### src/rtl/controle_porta_elevador.sv
// Elevator car door controller: opens on arrival/request, holds open for a timed
// window, closes; obstruction reopens the door and repeated reopenings raise falha_porta.
module controle_porta_elevador #(
    parameter int T_ABRIR   = 4,
    parameter int T_ABERTA  = 16,
    parameter int T_FECHAR  = 4,
    parameter int MAX_REAB  = 3,
    parameter int LARG_CONT = 8
) (
    input  logic       clock,
    input  logic       reset,
    input  logic       chegou_andar,
    input  logic       botao_abrir,
    input  logic       botao_fechar,
    input  logic       sensor_obstrucao,
    input  logic       alerta,
    input  logic [1:0] quantidade_pessoas,
    output logic       porta_aberta,
    output logic       motor_abrir,
    output logic       motor_fechar,
    output logic       liberar_movimento,
    output logic       falha_porta,
    output logic [1:0] estado
);

    localparam logic [1:0] FECHADA  = 2'b00;
    localparam logic [1:0] ABRINDO  = 2'b01;
    localparam logic [1:0] ABERTA   = 2'b10;
    localparam logic [1:0] FECHANDO = 2'b11;

    localparam int RW = $clog2(MAX_REAB + 1);

    localparam logic [LARG_CONT-1:0] FIM_ABRIR  = LARG_CONT'(T_ABRIR - 1);
    localparam logic [LARG_CONT-1:0] FIM_ABERTA = LARG_CONT'(T_ABERTA - 1);
    localparam logic [LARG_CONT-1:0] FIM_FECHAR = LARG_CONT'(T_FECHAR - 1);
    localparam logic [RW-1:0]        REAB_MAX   = RW'(MAX_REAB);

    logic [1:0]           estado_nxt;
    logic [LARG_CONT-1:0] timer, timer_nxt;
    logic [RW-1:0]        n_reab, n_reab_nxt;
    logic                 reinicia;

    // A full car (alerta or three occupants) turns a close request into a restart.
    assign reinicia = botao_abrir | sensor_obstrucao | alerta |
                      (botao_fechar & (quantidade_pessoas == 2'd3));

    always_comb begin
        estado_nxt = estado;
        timer_nxt  = timer + LARG_CONT'(1);
        n_reab_nxt = n_reab;
        case (estado)
            FECHADA: begin
                timer_nxt = '0;
                if (chegou_andar | botao_abrir)
                    estado_nxt = ABRINDO;
            end
            ABRINDO: begin
                if (timer == FIM_ABRIR) begin
                    estado_nxt = ABERTA;
                    timer_nxt  = '0;
                end
            end
            ABERTA: begin
                if (reinicia) begin
                    timer_nxt = '0;
                end else if (botao_fechar || timer == FIM_ABERTA) begin
                    estado_nxt = FECHANDO;
                    timer_nxt  = '0;
                end
            end
            default: begin
                // Obstruction takes priority over expiry: reopen rather than close on it.
                if (sensor_obstrucao | botao_abrir) begin
                    estado_nxt = ABRINDO;
                    timer_nxt  = '0;
                    if (sensor_obstrucao && n_reab != REAB_MAX)
                        n_reab_nxt = n_reab + RW'(1);
                end else if (timer == FIM_FECHAR) begin
                    estado_nxt = FECHADA;
                    timer_nxt  = '0;
                    n_reab_nxt = '0;
                end
            end
        endcase
    end

    always_ff @(posedge clock or posedge reset) begin
        if (reset) begin
            estado            <= FECHADA;
            timer             <= '0;
            n_reab            <= '0;
            porta_aberta      <= 1'b0;
            motor_abrir       <= 1'b0;
            motor_fechar      <= 1'b0;
            liberar_movimento <= 1'b0;
            falha_porta       <= 1'b0;
        end else begin
            estado            <= estado_nxt;
            timer             <= timer_nxt;
            n_reab            <= n_reab_nxt;
            porta_aberta      <= (estado_nxt == ABERTA);
            motor_abrir       <= (estado_nxt == ABRINDO);
            motor_fechar      <= (estado_nxt == FECHANDO);
            liberar_movimento <= (estado_nxt == FECHADA);
            falha_porta       <= (n_reab_nxt == REAB_MAX);
        end
    end

endmodule

### config.mk
export PLATFORM = sky130hd
export DESIGN_NAME = controle_porta_elevador
export DESIGN_NICKNAME = d
export VERILOG_FILES = /design/src/rtl/controle_porta_elevador.sv
export SDC_FILE = /design/constraint.sdc
export NUM_CORES = 1
export LEC_CHECK = 0
export CAP_MARGIN = 20
export CORE_ASPECT_RATIO = 1.25
export CORE_MARGIN = 3
export CORE_UTILIZATION = 49
export CTS_BUF_LIST = sky130_fd_sc_hd__clkbuf_4 sky130_fd_sc_hd__clkbuf_8 sky130_fd_sc_hd__clkbuf_16
export CTS_CLUSTER_SIZE = 40
export DETAILED_ROUTE_END_ITERATION = 16
export PLACE_DENSITY = 0.76
export SKIP_CTS_REPAIR_TIMING = 1
export SYNTH_ARGS = -nofsm -noshare
export SYNTH_HDL_FRONTEND = slang
export SYNTH_SLANG_ARGS = --single-unit
### constraint.sdc
create_clock -name clock -period 1.96 [get_ports clock]
set_input_delay 0.392 -clock clock [delete_from_list [all_inputs] [get_ports clock]]
set_output_delay 0.392 -clock clock [all_outputs]
set_load 0.01 [all_outputs]
==> out/results.txt, run 1 <==
# fillers -> 142
Antenna Nets Post-Route -> 0
Synth Warn # -> 0
number of remaining DRC errors -> 0
Final Hold Fails -> 0
dpl hpwl -> 1160 um
crit path time final -> 1.86 ns
total of max-cap violations -> 0
GP Congestion -> 0.733
WP depth -> 1
number of synthesized flops with an enable pin -> 0
CP max FO -> 11
multi-input gate area in the final layout -> 409 sq um
initial antenna violation count -> 0
Setup crit end -> estado[0]
outcome -> complete, no violations
highest routed layer -> met4
P_leak -> 0.469 nW
TritonCTS Buffers -> 3
die width -> 43.3 um
Setup TNS Final -> 0 ns
Syn Nets -> 90
f_max -> 0.539 GHz
Port Buffers -> 15
post-place setup slack -> 0.0745 ns
IR drop worst, VDD -> 0.725 mV
antenna cells -> 0
r2r startpoint -> timer[0]$_DFF_PP0_
DRT met1 WL -> 665 um
register area -> 425 sq um
adder and majority gate portion of the synthesized area -> 0.0294
slowest cell delay on critical path -> 0.60 ns
global-route wire length before repair -> 2680 um
grt total ovfl -> 0
CP required -> 1.57 ns
clock skew -> 0.00340 ns
Slew @ Worst Pin -> 0.624 ns
num ports -> 16
proportion of netlist area held by the largest area contributor -> 0.500
reg2reg end -> timer[7]$_DFF_PP0_
critical path endpoint category -> primary output
Slew HR -> 0.583
Critical path origin -> estado[0]$_DFF_PP0_
Row Count -> 16
WL/cell -> 13.2 um
Initial Util -> 0.531
Synth area leader -> dfrtp_1
final setup margin -> 0.104 ns
CTS clk-pin slew, worst paths -> 0.10 ns
HP Class -> primary input to asynchronous set/reset pin
Die H -> 52.6 um
Yosys cell types -> 30
Area Growth Syn to Fin -> 25.0%
layout net count -> 111
count of state elements after synthesis -> 17
Placeable Area -> 1600 sq um
ys async rst share -> 1.00
Crit path max-delay family -> buffers and inverters
DR WL met3 -> 68 um
share of cells above drive strength 1 -> 0.121
Sink Count -> 17
Total GRT Usage -> 0.158
Compound-Gate Fraction of Synth Area -> 0.107
multiplexer share of the synthesized area -> 0.0132
cell area after synthesis -> 851 sq um
Synth Area in Simple Gates -> 0.259
dominant cells by area after synthesis -> dfrtp_1, nor2_1, nor4_4
post-synthesis sequential area ratio -> 0.500
largest net degree at the start of global routing -> 18
Tcrit/Tclk final -> 0.947
CTS tree -> built
count of pins over their slew limit -> 0
wirelength, routed -> 1550 um
pwr dens -> 1070 nW/um^2
Critical Path AT -> 1.46 ns
critical path class -> register to primary output
DRT iter0 DRCs -> 4
worst path cell trace -> clkdlybuf4s50_1
buffers plus inverters on the worst setup path -> 1
vias per inst -> 5.51
area of the die -> 2280 sq um
crit start category -> register
Clock Path Buffers -> 2
largest family of logic cells by synthesized area -> simple AND/OR/NAND/NOR gates
RSZ-0062 raised after global routing -> false
Clk Latency, worst-skew pair -> 0.30 ns
Post-Synth XOR/XNOR Area -> 0.0721
Reg2Reg Depth -> 5
flop-to-flop setup slack -> 0.21 ns
met2 wire len -> 777 um
via count -> 645
H-tree lvl count -> 1
root buffer cell -> clkbuf_4
slowest stage cell on the critical path -> clkdlybuf4s50_1
number of global-route vias before repair -> 631
cells after synthesis -> 79
final setup vio count -> 0
Most used DFF post-synth -> dfrtp_1
TritonRoute pass-1 iters -> 4
syn avg cell area -> 10.8 sq um
==> area by class of cell <==
| type | count | area share |
|---|---|---|
| flip-flops and latches | 17 | 0.400 |
| multi-input cells | 58 | 0.385 |
| inverters | 3 | 0.0106 |
| repair buffers | 17 | 0.155 |
| clock buffers | 4 | 0.0282 |
| well taps | 18 | 0.0212 |
==> registers in the layout (all words and copies together), names as in the netlist <==
signal,count
motor_fechar,1
liberar_movimento,1
n_reab,2
timer,8
porta_aberta,1
estado,2
falha_porta,1
motor_abrir,1
==> cells in the mapped netlist, types with 2 or more instances <==
| master | count |
|---|---|
| nand3_1 | 3 |
| dfrtp_1 | 17 |
| o21ai_0 | 3 |
| inv_1 | 3 |
| a21oi_1 | 3 |
| nand2_1 | 5 |
| nand4_1 | 2 |
| nor2b_1 | 2 |
| xnor2_1 | 3 |
| nor2_1 | 13 |
| nor4_4 | 2 |
| xor2_1 | 4 |
| ha_1 | 2 |
==> layer usage <==
layer	up-vias	track usage
met3	4	0.0206
met4	0	0.106
met5	-	0
met2	17	0.256
met1	309	0.193
li1	315	-
==> placed cells by master (no fill, tap or decap), drive strengths merged, types with 2 or more instances in the layout <==
cell type,n
nor4,3
nand3,3
buf,2
clkbuf,4
nor2b,2
ha,2
inv,3
nand4,2
a21oi,3
a21boi,2
dfrtp,17
xor2,4
nor2,13
clkdlybuf4s50,15
nand2,6
o21ai,4
xnor2,3
==> how the worst min path moves through the flow <==
stage / endpoint / cells past startpoint / slack (ns) / start
after floorplan: estado[0]$_DFF_PP0_ / 1 / 0.32 / reset
after global routing: motor_abrir$_DFF_PP0_ / 2 / 0.50 / reset
after CTS: motor_fechar$_DFF_PP0_ / 2 / 0.49 / reset
after global placement: timer[0]$_DFF_PP0_ / 1 / 0.48 / timer[0]$_DFF_PP0_
final: motor_fechar$_DFF_PP0_ / 2 / 0.46 / reset
after detailed placement: timer[0]$_DFF_PP0_ / 1 / 0.48 / timer[0]$_DFF_PP0_
==> where the power goes <==
part           internal, mW  leakage, nW  switching [mW]
combinational         0.214        0.231           0.193
clock                0.0932       0.0184           0.115
sequential            0.442        0.220          0.0763
total                 0.750        0.469           0.385
==> metrics by stage <==
step	utilization	power (mW)	instances	hold slack [ns]	cell area, sq um
final	0.664	1.13	117	0.457	1060
after global routing	0.664	1.22	117	0.504	1060
after global placement	0.645	0.921	113	0.475	1030
after CTS	0.664	1.15	117	0.488	1060
after detailed placement	0.645	0.936	113	0.482	1030
after floorplan	-	0.776	79	0.318	851
==> cell families after synthesis <==
logic type | Yosys count
AO/OA/AOI/OAI | 12
XOR/XNOR | 7
adder cells (fa/ha/maj) | 2
buffers and inverters | 4
flip-flops | 17
multiplexers | 1
AND/OR/NAND/NOR | 36
(Power assumes the default switching activity.)
==> run 2, diff against run 1 <==
CORE_MARGIN = 2   (was 3)
==> out/results.txt, run 2 (synthesis results as in run 1) <==
grt total ovfl -> 0 (unchanged)
final setup vio count -> 0 (unchanged)
Port Buffers -> 15 (unchanged)
# fillers -> 149 (+4.9%)
WP depth -> 1 (unchanged)
via count -> 638 (-1.1%)
vias per inst -> 5.45 (-1.1%)
count of pins over their slew limit -> 0 (unchanged)
CTS clk-pin slew, worst paths -> 0.10 ns (about the same)
Layout Utilization -> 0.664 (unchanged)
TritonCTS Buffers -> 3 (unchanged)
Setup TNS Final -> 0 ns (unchanged)
Final Hold Fails -> 0 (unchanged)
f_max -> 0.539 GHz (about the same)
Most flops, register -> timer
Largest register FFs -> 8 (unchanged)
critical path class -> register to primary output
clock skew -> 0.00799 ns (+0.00460 ns)
die width -> 41.3 um (-4.6%)
largest net degree at the start of global routing -> 18 (unchanged)
outcome -> complete, no violations
Sink Count -> 17 (unchanged)
RSZ-0062 raised after global routing -> false
slowest cell delay on critical path -> 0.61 ns (about the same)
wirelength, routed -> 1510 um (-2.4%)
Tcrit/Tclk final -> 0.947 (about the same)
Slew HR -> 0.588 (+0.00475)
Crit path max-delay family -> buffers and inverters
Power Total -> 1.12 mW (-0.99%)
Clock Path Buffers -> 2 (unchanged)
Placeable Area -> 1600 sq um (unchanged)
share of cells above drive strength 1 -> 0.121 (unchanged)
initial antenna violation count -> 0 (unchanged)
Antenna Nets Post-Route -> 0 (unchanged)
pwr dens -> 1060 nW/um^2 (-0.99%)
DRT iter0 DRCs -> 8 (+4)
r2r startpoint -> timer[0]$_DFF_PP0_
IR drop worst, VDD -> 0.703 mV (-3.1%)
commonest non-fill, non-tap cell in the layout -> dfrtp_1
total of max-cap violations -> 0 (unchanged)
Die H -> 50.6 um (-3.8%)
Critical Path AT -> 1.46 ns (about the same)
slowest stage cell on the critical path -> clkdlybuf4s50_1
area of the die -> 2090 sq um (-8.2%)
TritonRoute pass-1 iters -> 4 (unchanged)
WHS -> 0.457 ns (-0.000645 ns)
flop-to-flop setup slack -> 0.22 ns (about the same)
number of global-route vias before repair -> 641 (+1.6%)
H-tree lvl count -> 1 (unchanged)
num ports -> 16 (unchanged)
crit start category -> register
Clk Latency, worst-skew pair -> 0.30 ns (about the same)
global-route wire length before repair -> 2740 um (+2.3%)
commonest cells after routing, fill and taps aside -> dfrtp_1, clkdlybuf4s50_1, nor2_1
reg2reg end -> timer[2]$_DFF_PP0_
multi-input gate area in the final layout -> 409 sq um (unchanged)
Area Growth Syn to Fin -> 25.0% (unchanged)
antenna cells -> 0 (unchanged)
layout net count -> 111 (unchanged)
GP Congestion -> 0.745 (+1.7%)
Slew @ Worst Pin -> 0.617 ns (-0.00711 ns)
CTS tree -> built
register area -> 425 sq um (unchanged)
Row Count -> 16 (unchanged)
dpl hpwl -> 1180 um (+1.3%)
P_leak -> 0.469 nW (unchanged)
Total GRT Usage -> 0.193 (+0.0351)
root buffer cell -> clkbuf_4
number of remaining DRC errors -> 0 (unchanged)
CP max FO -> 11 (unchanged)
Reg2Reg Depth -> 5 (unchanged)
HP Class -> primary input to asynchronous set/reset pin
critical path endpoint category -> primary output
buffers plus inverters on the worst setup path -> 1 (unchanged)
CP required -> 1.57 ns (about the same)
worst path cell trace -> clkdlybuf4s50_1
Initial Util -> 0.531 (unchanged)
crit path time final -> 1.86 ns (+0.0000730 ns)
Regs by FF count -> timer x8, estado x2, n_reab x2
WL/cell -> 12.9 um (-2.4%)
run 2: cell counts in the layout (fill, tap and decap cells not counted):
No cell type changed its count.
run 2: routing by layer:
layer	share of wire	wire length [um]	vias to the layer above	track usage
met1	0.43	648	301	0.236
met3	0.041	62	4	0.0398
li1	-	-	317	-
met5	0	0	-	0
met4	0.026	39	0	0.0968
met2	0.50	758	16	0.305
run 2: report_power, final:
group	total, mW	internal, mW	switching, mW
Combinational	0.397	0.213	0.184
Clock	0.204	0.0931	0.111
Sequential	0.522	0.443	0.0794
Total	1.12	0.748	0.375
run 2: metrics by stage:
stage	setup WS (ns)	instance area, sq um	std cells
floorplan	0.472	851	79
global placement	0.127	1030	113
detailed placement	0.0779	1030	113
CTS	0.0991	1060	117
global route	0.0428	1060	117
finish	0.104	1060	117
run 2: worst reg2reg max path: stages, from the launching register on:
cell	delay [ns]
dfrtp_1	0.41
ha_1	0.21
nor3b_1	0.35
nand2_2	0.19
a32oi_4	0.37
nor2_1	0.09
run 2: how the worst max path moves through the flow:
stage,start,end
4_1_cts,estado[0]$_DFF_PP0_,estado[0]
3_5_place_dp,sensor_obstrucao,falha_porta$_DFF_PP0_
2_1_floorplan,timer[0]$_DFF_PP0_,timer[2]$_DFF_PP0_
6_report,estado[0]$_DFF_PP0_,estado[0]
5_1_grt,estado[0]$_DFF_PP0_,estado[0]
3_3_place_gp,sensor_obstrucao,falha_porta$_DFF_PP0_
run 2: cell type report:
cell class,count,share of cell area
multi-input cells,58,0.385
inverters,3,0.0106
well taps,18,0.0212
flip-flops and latches,17,0.400
repair buffers,17,0.155
clock buffers,4,0.0282
